===== config.mk =====
export PLATFORM = sky130hd
export DESIGN_NAME = vga_timing_gen
export DESIGN_NICKNAME = d
export VERILOG_FILES = /design/src/rtl/vga_timing_gen.sv
export SDC_FILE = /design/constraint.sdc
export NUM_CORES = 1
export LEC_CHECK = 0
export CORE_UTILIZATION = 49
export DETAILED_ROUTE_END_ITERATION = 6
export PLACE_DENSITY = 0.82
export SLEW_MARGIN = 20
export SYNTH_ARGS = -nofsm -noshare
export SYNTH_HDL_FRONTEND = slang
export SYNTH_SLANG_ARGS = --single-unit

===== constraint.sdc =====
create_clock -name Clk -period 3.58 [get_ports Clk]
set_input_delay 0.716 -clock Clk [delete_from_list [all_inputs] [get_ports Clk]]
set_output_delay 0.716 -clock Clk [all_outputs]
set_load 0.05 [all_outputs]

===== src/rtl/vga_timing_gen.sv =====
// 640x480@60 VGA timing source: pixel-rate strobe, scan counters, sync/blank decode and a
// delay line that re-aligns sync/blank with the registered colour returned by the mapper.
module vga_timing_gen #(
  parameter int unsigned H_VISIBLE = 640,
  parameter int unsigned H_FP      = 16,
  parameter int unsigned H_SYNC    = 96,
  parameter int unsigned H_BP      = 48,
  parameter int unsigned V_VISIBLE = 480,
  parameter int unsigned V_FP      = 10,
  parameter int unsigned V_SYNC    = 2,
  parameter int unsigned V_BP      = 33,
  parameter int unsigned CLK_DIV   = 2,
  parameter int unsigned PIPE_DLY  = 2
) (
  input  logic       Clk,
  input  logic       Reset_n,
  input  logic [7:0] R_in,
  input  logic [7:0] G_in,
  input  logic [7:0] B_in,
  output logic       pix_ce,
  output logic [9:0] DrawX,
  output logic [9:0] DrawY,
  output logic       frame_start,
  output logic       VGA_CLK,
  output logic       VGA_HS,
  output logic       VGA_VS,
  output logic       VGA_BLANK_N,
  output logic       VGA_SYNC_N,
  output logic [7:0] VGA_R,
  output logic [7:0] VGA_G,
  output logic [7:0] VGA_B
);

  localparam int unsigned H_TOTAL  = H_VISIBLE + H_FP + H_SYNC + H_BP;
  localparam int unsigned V_TOTAL  = V_VISIBLE + V_FP + V_SYNC + V_BP;
  localparam int unsigned HS_FIRST = H_VISIBLE + H_FP;
  localparam int unsigned HS_LAST  = HS_FIRST + H_SYNC - 1;
  localparam int unsigned VS_FIRST = V_VISIBLE + V_FP;
  localparam int unsigned VS_LAST  = VS_FIRST + V_SYNC - 1;
  localparam int unsigned DIV_W    = (CLK_DIV > 1) ? $clog2(CLK_DIV) : 1;
  localparam int unsigned SR_W     = 3 * PIPE_DLY;

  logic [DIV_W-1:0] div;
  logic [DIV_W-1:0] div_nxt;
  logic             ce_nxt;
  logic             last_h;
  logic             last_v;
  logic             hs_raw;
  logic             vs_raw;
  logic             blank_n_raw;
  logic [SR_W-1:0]  sr;
  logic [SR_W-1:0]  shift_in;
  logic             feed_blank_n;

  always_comb begin
    div_nxt = (div == DIV_W'(CLK_DIV - 1)) ? '0 : div + DIV_W'(1);
    ce_nxt  = (div_nxt == DIV_W'(CLK_DIV - 1));
    last_h  = (DrawX == 10'(H_TOTAL - 1));
    last_v  = (DrawY == 10'(V_TOTAL - 1));
  end

  // Clock divider; strobe and pixel clock are registered so they line up with div
  always_ff @(posedge Clk or negedge Reset_n) begin
    if (!Reset_n) begin
      div         <= '0;
      pix_ce      <= 1'b0;
      VGA_CLK     <= 1'b0;
      frame_start <= 1'b0;
    end else begin
      div         <= div_nxt;
      pix_ce      <= ce_nxt;
      VGA_CLK     <= (div_nxt >= DIV_W'(CLK_DIV / 2));
      frame_start <= ce_nxt && last_h && last_v;
    end
  end

  always_ff @(posedge Clk or negedge Reset_n) begin
    if (!Reset_n) begin
      DrawX <= '0;
      DrawY <= '0;
    end else if (pix_ce) begin
      if (last_h) begin
        DrawX <= '0;
        DrawY <= last_v ? '0 : DrawY + 10'd1;
      end else begin
        DrawX <= DrawX + 10'd1;
      end
    end
  end

  always_comb begin
    hs_raw      = !((DrawX >= 10'(HS_FIRST)) && (DrawX <= 10'(HS_LAST)));
    vs_raw      = !((DrawY >= 10'(VS_FIRST)) && (DrawY <= 10'(VS_LAST)));
    blank_n_raw = (DrawX < 10'(H_VISIBLE)) && (DrawY < 10'(V_VISIBLE));
  end

  // Each 3-bit group is {hs, vs, blank_n}; group 0 is the newest stage
  if (PIPE_DLY == 1) begin : g_dly_one
    assign shift_in = {hs_raw, vs_raw, blank_n_raw};
  end else begin : g_dly_multi
    assign shift_in = {sr[SR_W-4:0], hs_raw, vs_raw, blank_n_raw};
  end

  // Blank state that enters the last stage on this tick gates the colour captured with it
  assign feed_blank_n = shift_in[3*(PIPE_DLY-1)];

  always_ff @(posedge Clk or negedge Reset_n) begin
    if (!Reset_n) begin
      sr    <= {PIPE_DLY{3'b110}};
      VGA_R <= '0;
      VGA_G <= '0;
      VGA_B <= '0;
    end else if (pix_ce) begin
      sr <= shift_in;
      if (feed_blank_n) begin
        VGA_R <= R_in;
        VGA_G <= G_in;
        VGA_B <= B_in;
      end else begin
        VGA_R <= '0;
        VGA_G <= '0;
        VGA_B <= '0;
      end
    end
  end

  assign VGA_HS      = sr[SR_W-1];
  assign VGA_VS      = sr[SR_W-2];
  assign VGA_BLANK_N = sr[SR_W-3];
  assign VGA_SYNC_N  = 1'b0;

endmodule


==> metrics list, run 1 <==
- After floorplanning, the core was sized to cover roughly 0.0045 mm².
- Class of the most critical setup path: reg2out
- Least setup slack across all paths after layout: around 1.2 ns
- Area of the die: approximately 0.0051 mm²
- Post-synthesis cell count: 226
- Entering global routing, the biggest net connects 52 pins.
* Number of hold buffers added after cts: 0
* Maximum clock frequency: between 400 and 500 MHz
- Cts bufs inserted: 5
- After synthesis, the share of flip-flops with an asynchronous set or reset is 100.0%.
* Number of flops mapped to enable cells by yosys: 0
* Most common cell after layout, fill and taps aside: sky130_fd_sc_hd__clkdlybuf4s50_1
- Along the worst path, the maximum fanout reaches 8.
* Unrepaired setup endpoints after global routing: no
- The H-tree was split into 2 levels.
- Excluding fillers, the count of instances in the completed layout stands at around 350.
- In the layout the commonest cells are 74 x sky130_fd_sc_hd__clkdlybuf4s50_1, 48 x sky130_fd_sc_hd__dfrtp_1, 31 x sky130_fd_sc_hd__nand3_1.
* Count of TritonRoute iterations in the first routing pass: 4
* Total setup buffers inserted after CTS: 0
* GR Util All Layers: 21.79%
- Aggregate routed wire length: 5.295 mm
* Die height: between 70 and 80 µm
- Fraction of the yosys area taken by sequential cells: a little under three fifths
* Hold Worst Slack: 0.4422 ns
- Top Family by Delay on Critical Path: buffers and inverters
* Worst slew slack as a fraction of its limit: 53.84%
* PwrDens: 330.9 mW/mm²
* Proportion of power drawn by combinational gates: about an eighth
- Switching part of the total power: between 20 and 30%
- Number of cells after detailed placement: about 340
- In this run the power spent charging and discharging nets is between 0.2 and 0.3 mW.
- The number of gates resized after CTS was 0.
- Floorplan row count: 24
- Before CTS, the worst setup slack after placement is 1.501 ns.
- Crit path buf inv count: 1
- The slowest stage of the critical path is the sky130_fd_sc_hd__clkdlybuf4s50_1 cell.
- Cell chain of the critical path: clkdlybuf4s50_1
* I/O pin cnt: 77
- Once placement finished, the instance area stood at 0.003142 mm².
- After synthesis the netlist holds a flip-flop and latch count of 52.
- Via density per instance: roughly 5.4
- Clock Tree Buf Depth: 2
- The clock network accounts for 30.2% of the total power.
* Area overhead of the layout relative to synthesis: 35.86%
* Internal power: slightly below 0.8 mW
- Synthesized Nets: approximately 260
* Worst-case vdd ir drop: around 0.22 mV
- Category of the worst setup path launch point: flip-flop
- The worst setup path is captured at a primary output.
- Count of synthesis-stage warnings from yosys: 0
- Run status: finished clean
- Per report_power, the sequential group accounts for a little under three fifths of the total.
- Combined area of all synthesized cells: roughly 0.0024 mm²
- Initial detailed-routing violation count: 70
- Layout Utilization: 71.56%
- The initial antenna violation count is 0.
* DR vias: 1884
* Worst Path Arrival: 1.69 ns
- The number of antenna diodes in the final layout is 0.
- For this design the static power due to leakage is 1.492 nW.
- Starting utilization of the core area: a little over half
- Summed negative setup slack over all endpoints: 0 ns
- The sequential cells in the finished layout cover a total of 0.001306 mm².
* Final GP Congestion: around 0.77
- Summing all multi-input logic gate instances after layout gives roughly 910 µm².
- Fillers: roughly 360
- Detailed-placement wirelength estimate: between 3 and 4 mm
- On the worst path, the slowest cell contributes a delay of a little under 0.9 ns.
- Latest clock arrival within the worst-skew pair: 0.30 ns
- From left edge to right edge, the die measures roughly 72 µm.
* Worst-Margin Slew: a little under 0.7 ns
- Hold Fails Final Rpt: 0
- Fraction of layout instances using a drive strength above 1: 7.692%
- In this run the mean area of a mapped cell was 10.50 µm².
* Data required time of the critical path: about 2.9 ns
- Leftover overflow at the end of global routing: 0
- The count of buffers added on input and output ports is 75.
* Wire length per cell: 15.09 µm
* Count of distinct cell types in the synthesized netlist: 40
- Clk slew on worst S/H paths: 0.09 ns
- Final #Nets: around 330
- The via count of the first global-routing pass was 1780.
- Max Cap Violations: 0
* Count of nets left with antenna violations after detail routing: 0
- Type of the worst min-delay path: in2async
- Post-route cell area: roughly 0.0032 mm²
- Setup violations remaining at the end of the flow were counted as 0.
- The first global-routing pass estimated 8.694 mm of wire.
- After layout, the worst path uses about 67% of the clock period.
- TritonCTS sink count: 52
- The clock arrives with slightly above 0.01 ns of skew.
- Remaining design rule violation count: 0
- Final max-slew violation count: 0
- TritonCTS built the clock tree.
* Final Critical Period: between 2 and 2.5 ns
- Most used flip-flop cell after synthesis: sky130_fd_sc_hd__dfrtp_1
- Clock tree root driver cell: sky130_fd_sc_hd__clkbuf_8
* Power, Total: around 1.1 mW
==> synth_stat cells (5+ instances only) <==
library cell | instances | area share [%]
sky130_fd_sc_hd__ha_1 | 5 | 2.6
sky130_fd_sc_hd__o21ai_0 | 22 | 4.6
sky130_fd_sc_hd__xnor2_1 | 9 | 3.3
sky130_fd_sc_hd__dfrtp_1 | 48 | 51
sky130_fd_sc_hd__nor2_1 | 17 | 2.7
sky130_fd_sc_hd__a22o_1 | 6 | 2.2
sky130_fd_sc_hd__nand4_1 | 5 | 1.3
sky130_fd_sc_hd__nand3_1 | 31 | 6.5
sky130_fd_sc_hd__nor3_1 | 6 | 1.3
sky130_fd_sc_hd__inv_1 | 26 | 4.1
==> final cells by class <==
cell class / count / share of cell area (%)
timing repair buffer: 77 / 23.60
clock inverter: 1 / 0.1553
inverter: 26 / 3.028
multi-input combinational: 136 / 28.30
clock buffer: 7 / 2.368
sequential: 52 / 40.53
tap: 52 / 2.019
==> worst paths after layout <==
check                           cells past startpoint  slack [ns]       end     start
worst max-delay path                                1        1.17  DrawX[3]  DrawX[3]
worst min-delay path                                1        0.44  VGA_G[0]   Reset_n
worst max register to register                      5        1.70  DrawY[0]   VGA_CLK
worst min register to register                      1        0.48     sr[3]     sr[3]
max in group asynchronous                           2        2.31     sr[4]   Reset_n
min in group Clk                                    1        0.48     sr[3]     sr[3]
==> kinds of logic after synthesis <==
| group | Yosys count | synth area share, % |
|---|---|---|
| buffers and inverters | 38 | 6.487 |
| other | 1 | 0.1581 |
| AND/OR/NAND/NOR | 78 | 19.94 |
| XOR/XNOR | 13 | 4.800 |
| AO/OA/AOI/OAI | 35 | 9.124 |
| adder cells (fa/ha/maj) | 5 | 2.637 |
| flip-flops | 52 | 55.06 |
| multiplexers | 4 | 1.793 |
==> state kept, by name, indices dropped and copies added, names as in the netlist <==
| signal | count |
|---|---|
| VGA_R | 8 |
| frame_start | 1 |
| VGA_B | 8 |
| DrawY | 10 |
| sr | 6 |
| DrawX | 10 |
| VGA_CLK | 1 |
| VGA_G | 8 |
==> routing by layer <==
layer | vias to the layer above | GRT usage, % | part of all wire (%)
li1 | 918 | - | -
met1 | 895 | 30.29 | 45
met2 | 65 | 35.45 | 47
met3 | 6 | 4.219 | 6.4
met4 | 0 | 5.882 | 1.1
met5 | - | 0 | 0
==> power by group through the flow <==
stage	clock, mW	sequential [mW]	combinational, mW
CTS	0.327	0.608	0.138
detailed placement	0	0.619	0.138
global route	0.348	0.609	0.146
finish	0.322	0.608	0.137
floorplan	0	0.669	0.0172
global placement	0	0.619	0.136
No activity file was read; power rests on OpenSTA's default activity.
==> inputs of run 2 (changes only) <==
CORE_UTILIZATION = 41   (was 49)
PLACE_DENSITY = 0.73   (was 0.82)
clock period = 2.1 ns   (was 3.58 ns; I/O delays follow)
==> run 2 against run 1 <==
Effect of this change: sequential share of layout area decreased by 1.2 points; core utilization shrank 12 points; via count increased by 0.96%; register-to-register slack lost 1.3 ns; die area increased by 19%; combinational power increased by 71%; critical path depth is the same; first-iteration DRC count is 2.9% lower; critical endpoint is now DrawX[8].
==> metrics list, run 2 (synthesized netlist as in run 1, its figures left out) <==
- Area overhead of the layout relative to synthesis: 39.98% (was 35.86%)
- Run status: finished clean (unchanged)
- Maximum level of the CTS H-tree: 2 (unchanged)
- The root cell of the clock tree is sky130_fd_sc_hd__clkbuf_8 (unchanged).
- Latest clock arrival within the worst-skew pair: 0.32 ns (was 0.30 ns)
- The number of hold violations in the final report is 0 (unchanged).
* Final #Nets: 333 (was 329)
- The remaining global-route overflow was 0 (unchanged).
- The worst hold slack was 0.09690 ns (was 0.4422 ns).
- The power density relative to cell area was 562.6 mW/mm² (was 330.9 mW/mm²).
- Die height: 78.07 µm (was 71.58 µm)
- Registers with the most flip-flops: DrawX (10), DrawY (10) (unchanged)
- The number of core rows is 27 (was 24).
- The average detailed-routed wire length per instance was 13.59 µm (was 15.09 µm).
- The worst setup path category is reg2out (unchanged).
* Summed negative setup slack over all endpoints: 0 ns (unchanged)
- GR Util All Layers: 17.67% (was 21.79%)
* Worst slew slack as a fraction of its limit: 59.95% (was 53.84%)
- Remaining design rule violation count: 0 (unchanged)
- Dividing the final minimum period by the clock period gives a little over nine tenths.
* Type of the worst min-delay path: in2async (unchanged)
* Slowest stage cell, crit path: sky130_fd_sc_hd__clkdlybuf4s50_1 (unchanged)
* Number of hold buffers added after cts: 0 (unchanged)
- The total wire length after detailed routing is 5.098 mm (was 5.295 mm).
* Worst stage delay on the critical path: 0.85 ns (was 0.87 ns)
- Final setup fails: 0 (unchanged)
* Number of global-route vias before repair: 1803 (was 1780)
- The via density per instance was 5.072 (was 5.368).
* Worst-case vdd ir drop: 0.3288 mV (was 0.2222 mV)
- The total of buffers placed on input and output ports was 75 (unchanged).
* Most common cell after layout, fill and taps aside: sky130_fd_sc_hd__clkdlybuf4s50_1 (unchanged)
- Count of nets left with antenna violations after detail routing: 0 (unchanged)
- The largest clock skew in the final design is 0.01214 ns (was 0.01010 ns).
- Crit path buf inv count: 1 (unchanged)
* Data required time of the critical path: 1.68 ns (was 2.86 ns)
- Final max-slew violation count: 0 (unchanged)
- The total CTS buffers is 5 (unchanged).
- Total setup buffers inserted after CTS: 0 (unchanged)
- The largest fanout of any net on the critical path was 6 (was 8).
- Cell chain of the critical path: clkdlybuf4s50_1 (unchanged).
- The clock period could shrink to between 2 and 2.5 ns.
* Die Wd: 78.07 µm (was 71.58 µm)
* Clock Tree Buf Depth: 2 (unchanged)
* Clock tree from TritonCTS: done (unchanged)
- For this run, the top clock speed supported by timing is approximately 500 MHz.
* Fraction of layout instances using a drive strength above 1: 11.88% (was 7.692%)
- Top Family by Delay on Critical Path: buffers and inverters (unchanged)
- The endpoint arrival time on the critical path came to 1.63 ns (was 1.69 ns).
- The number of max-cap violations came to 0 (unchanged).
- The total inserted antenna cells came to 0 (unchanged).
* Category of the worst setup path launch point: flip-flop (unchanged)
- Final GP Congestion: 0.7662 (was 0.7738)
- Leakage dissipation: 1.606 nW (was 1.492 nW)
* Layout Utilization: 59.94% (was 71.56%)
- Initial detailed-routing violation count: 68 (was 70)
* Count of TritonRoute iterations in the first routing pass: 4 (unchanged)
- The via count was 1902 (was 1884).
- Leading cell types in the layout, fill and taps excluded: 63 x sky130_fd_sc_hd__clkdlybuf4s50_1, 48 x sky130_fd_sc_hd__dfrtp_1, 31 x sky130_fd_sc_hd__nand3_1 (was 74 x sky130_fd_sc_hd__clkdlybuf4s50_1, 48 x sky130_fd_sc_hd__dfrtp_1, 31 x sky130_fd_sc_hd__nand3_1)
- The total clock sinks was 52 (unchanged).
- Category of the worst setup path capture point: primary output (unchanged)
- The number of primary I/O pins was 77 (unchanged).
* Clk slew on worst S/H paths: 0.11 ns (was 0.09 ns)
* First-pass GRT wire length: 8.487 mm (was 8.694 mm)
- The initial antenna violation count came to 0 (unchanged).
- The die area came to 0.006094 mm² (was 0.005124 mm²).
* Worst-Margin Slew: 0.6008 ns (was 0.6871 ns)
- The starting density of the core was 42.82% (was 52.67%).
* Detailed-placement wirelength estimate: 3.692 mm (was 3.764 mm)
- The core region area came to 0.005540 mm² (was 0.004504 mm²).
- Maximum number of pins on one net before global-route repair: 31 (was 52)
* Unrepaired setup endpoints after global routing: no (unchanged)
-- run 2: cell count changes in the layout (fill, tap and decap cells not counted), moves of 2 or more --
cell                              previous run  this run
sky130_fd_sc_hd__clkbuf_1                    2         0
sky130_fd_sc_hd__inv_6                       0         2
sky130_fd_sc_hd__dlymetal6s2s_1              0         4
sky130_fd_sc_hd__clkdlybuf4s50_1            74        63
sky130_fd_sc_hd__buf_12                      0         3
sky130_fd_sc_hd__buf_4                       2        10
-- run 2: power by group --
| part | switching, mW | internal [mW] | total, mW |
|---|---|---|---|
| sequential | 0.0114 | 1.02 | 1.04 |
| clock | 0.355 | 0.244 | 0.598 |
| combinational | 0.138 | 0.0964 | 0.234 |
| total | 0.504 | 1.36 | 1.87 |
-- run 2: repair_timing --
item	in CTS	in global routing
endpoints found under the hold margin	0	0
endpoints found under the setup margin	0	4
gates resized for setup	0	4
-- run 2: through the flow --
step	area (µm²)	total power [mW]	instances	worst slack, ns
2_1_floorplan	2372	1.170	226	0.2229
3_3_place_gp	3217	1.289	367	0.3931
3_5_place_dp	3217	1.292	367	0.3750
4_1_cts	3311	1.893	375	0.02467
5_1_grt	3321	1.956	375	0.003720
6_report	3321	1.868	375	0.04519
-- run 2: area by class of cell --
| cell class | count | area [µm²] |
|---|---|---|
| clock buffer | 5 | 68.82 |
| clock inverter | 3 | 25.02 |
| fill | 474 | 2220 |
| inverter | 26 | 97.59 |
| multi-input combinational | 136 | 912.1 |
| sequential | 52 | 1306 |
| tap | 72 | 90.09 |
| timing repair buffer | 81 | 820.8 |
-- run 2: worst paths after layout --
| check | start | endpoint | slack [ns] | depth (start not counted) |
|---|---|---|---|---|
| max | DrawX[8] | DrawX[8] | 0.05 | 1 |
| min | Reset_n | VGA_R[2] | 0.1 | 1 |
| max reg2reg | DrawY[0] | DrawY[2] | 0.45 | 6 |
| min reg2reg | sr[3] | sr[3] | 0.51 | 1 |
| max in group asynchronous | Reset_n | sr[4] | 1.37 | 2 |
| min in group Clk | sr[3] | sr[3] | 0.51 | 1 |
-- run 2: layer usage --
layer / share of wire [%] / global-route usage [%]
met5: 0 / 0
met4: 1.3 / 5.556
met3: 6.4 / 4.186
met2: 46 / 28.86
met1: 47 / 23.20
==> inputs of run 3 (changes only) <==
SLEW_MARGIN = unset   (was 20)
==> results of run 3 <==
Final layout, timing and power as in run 2 (identical DEF).
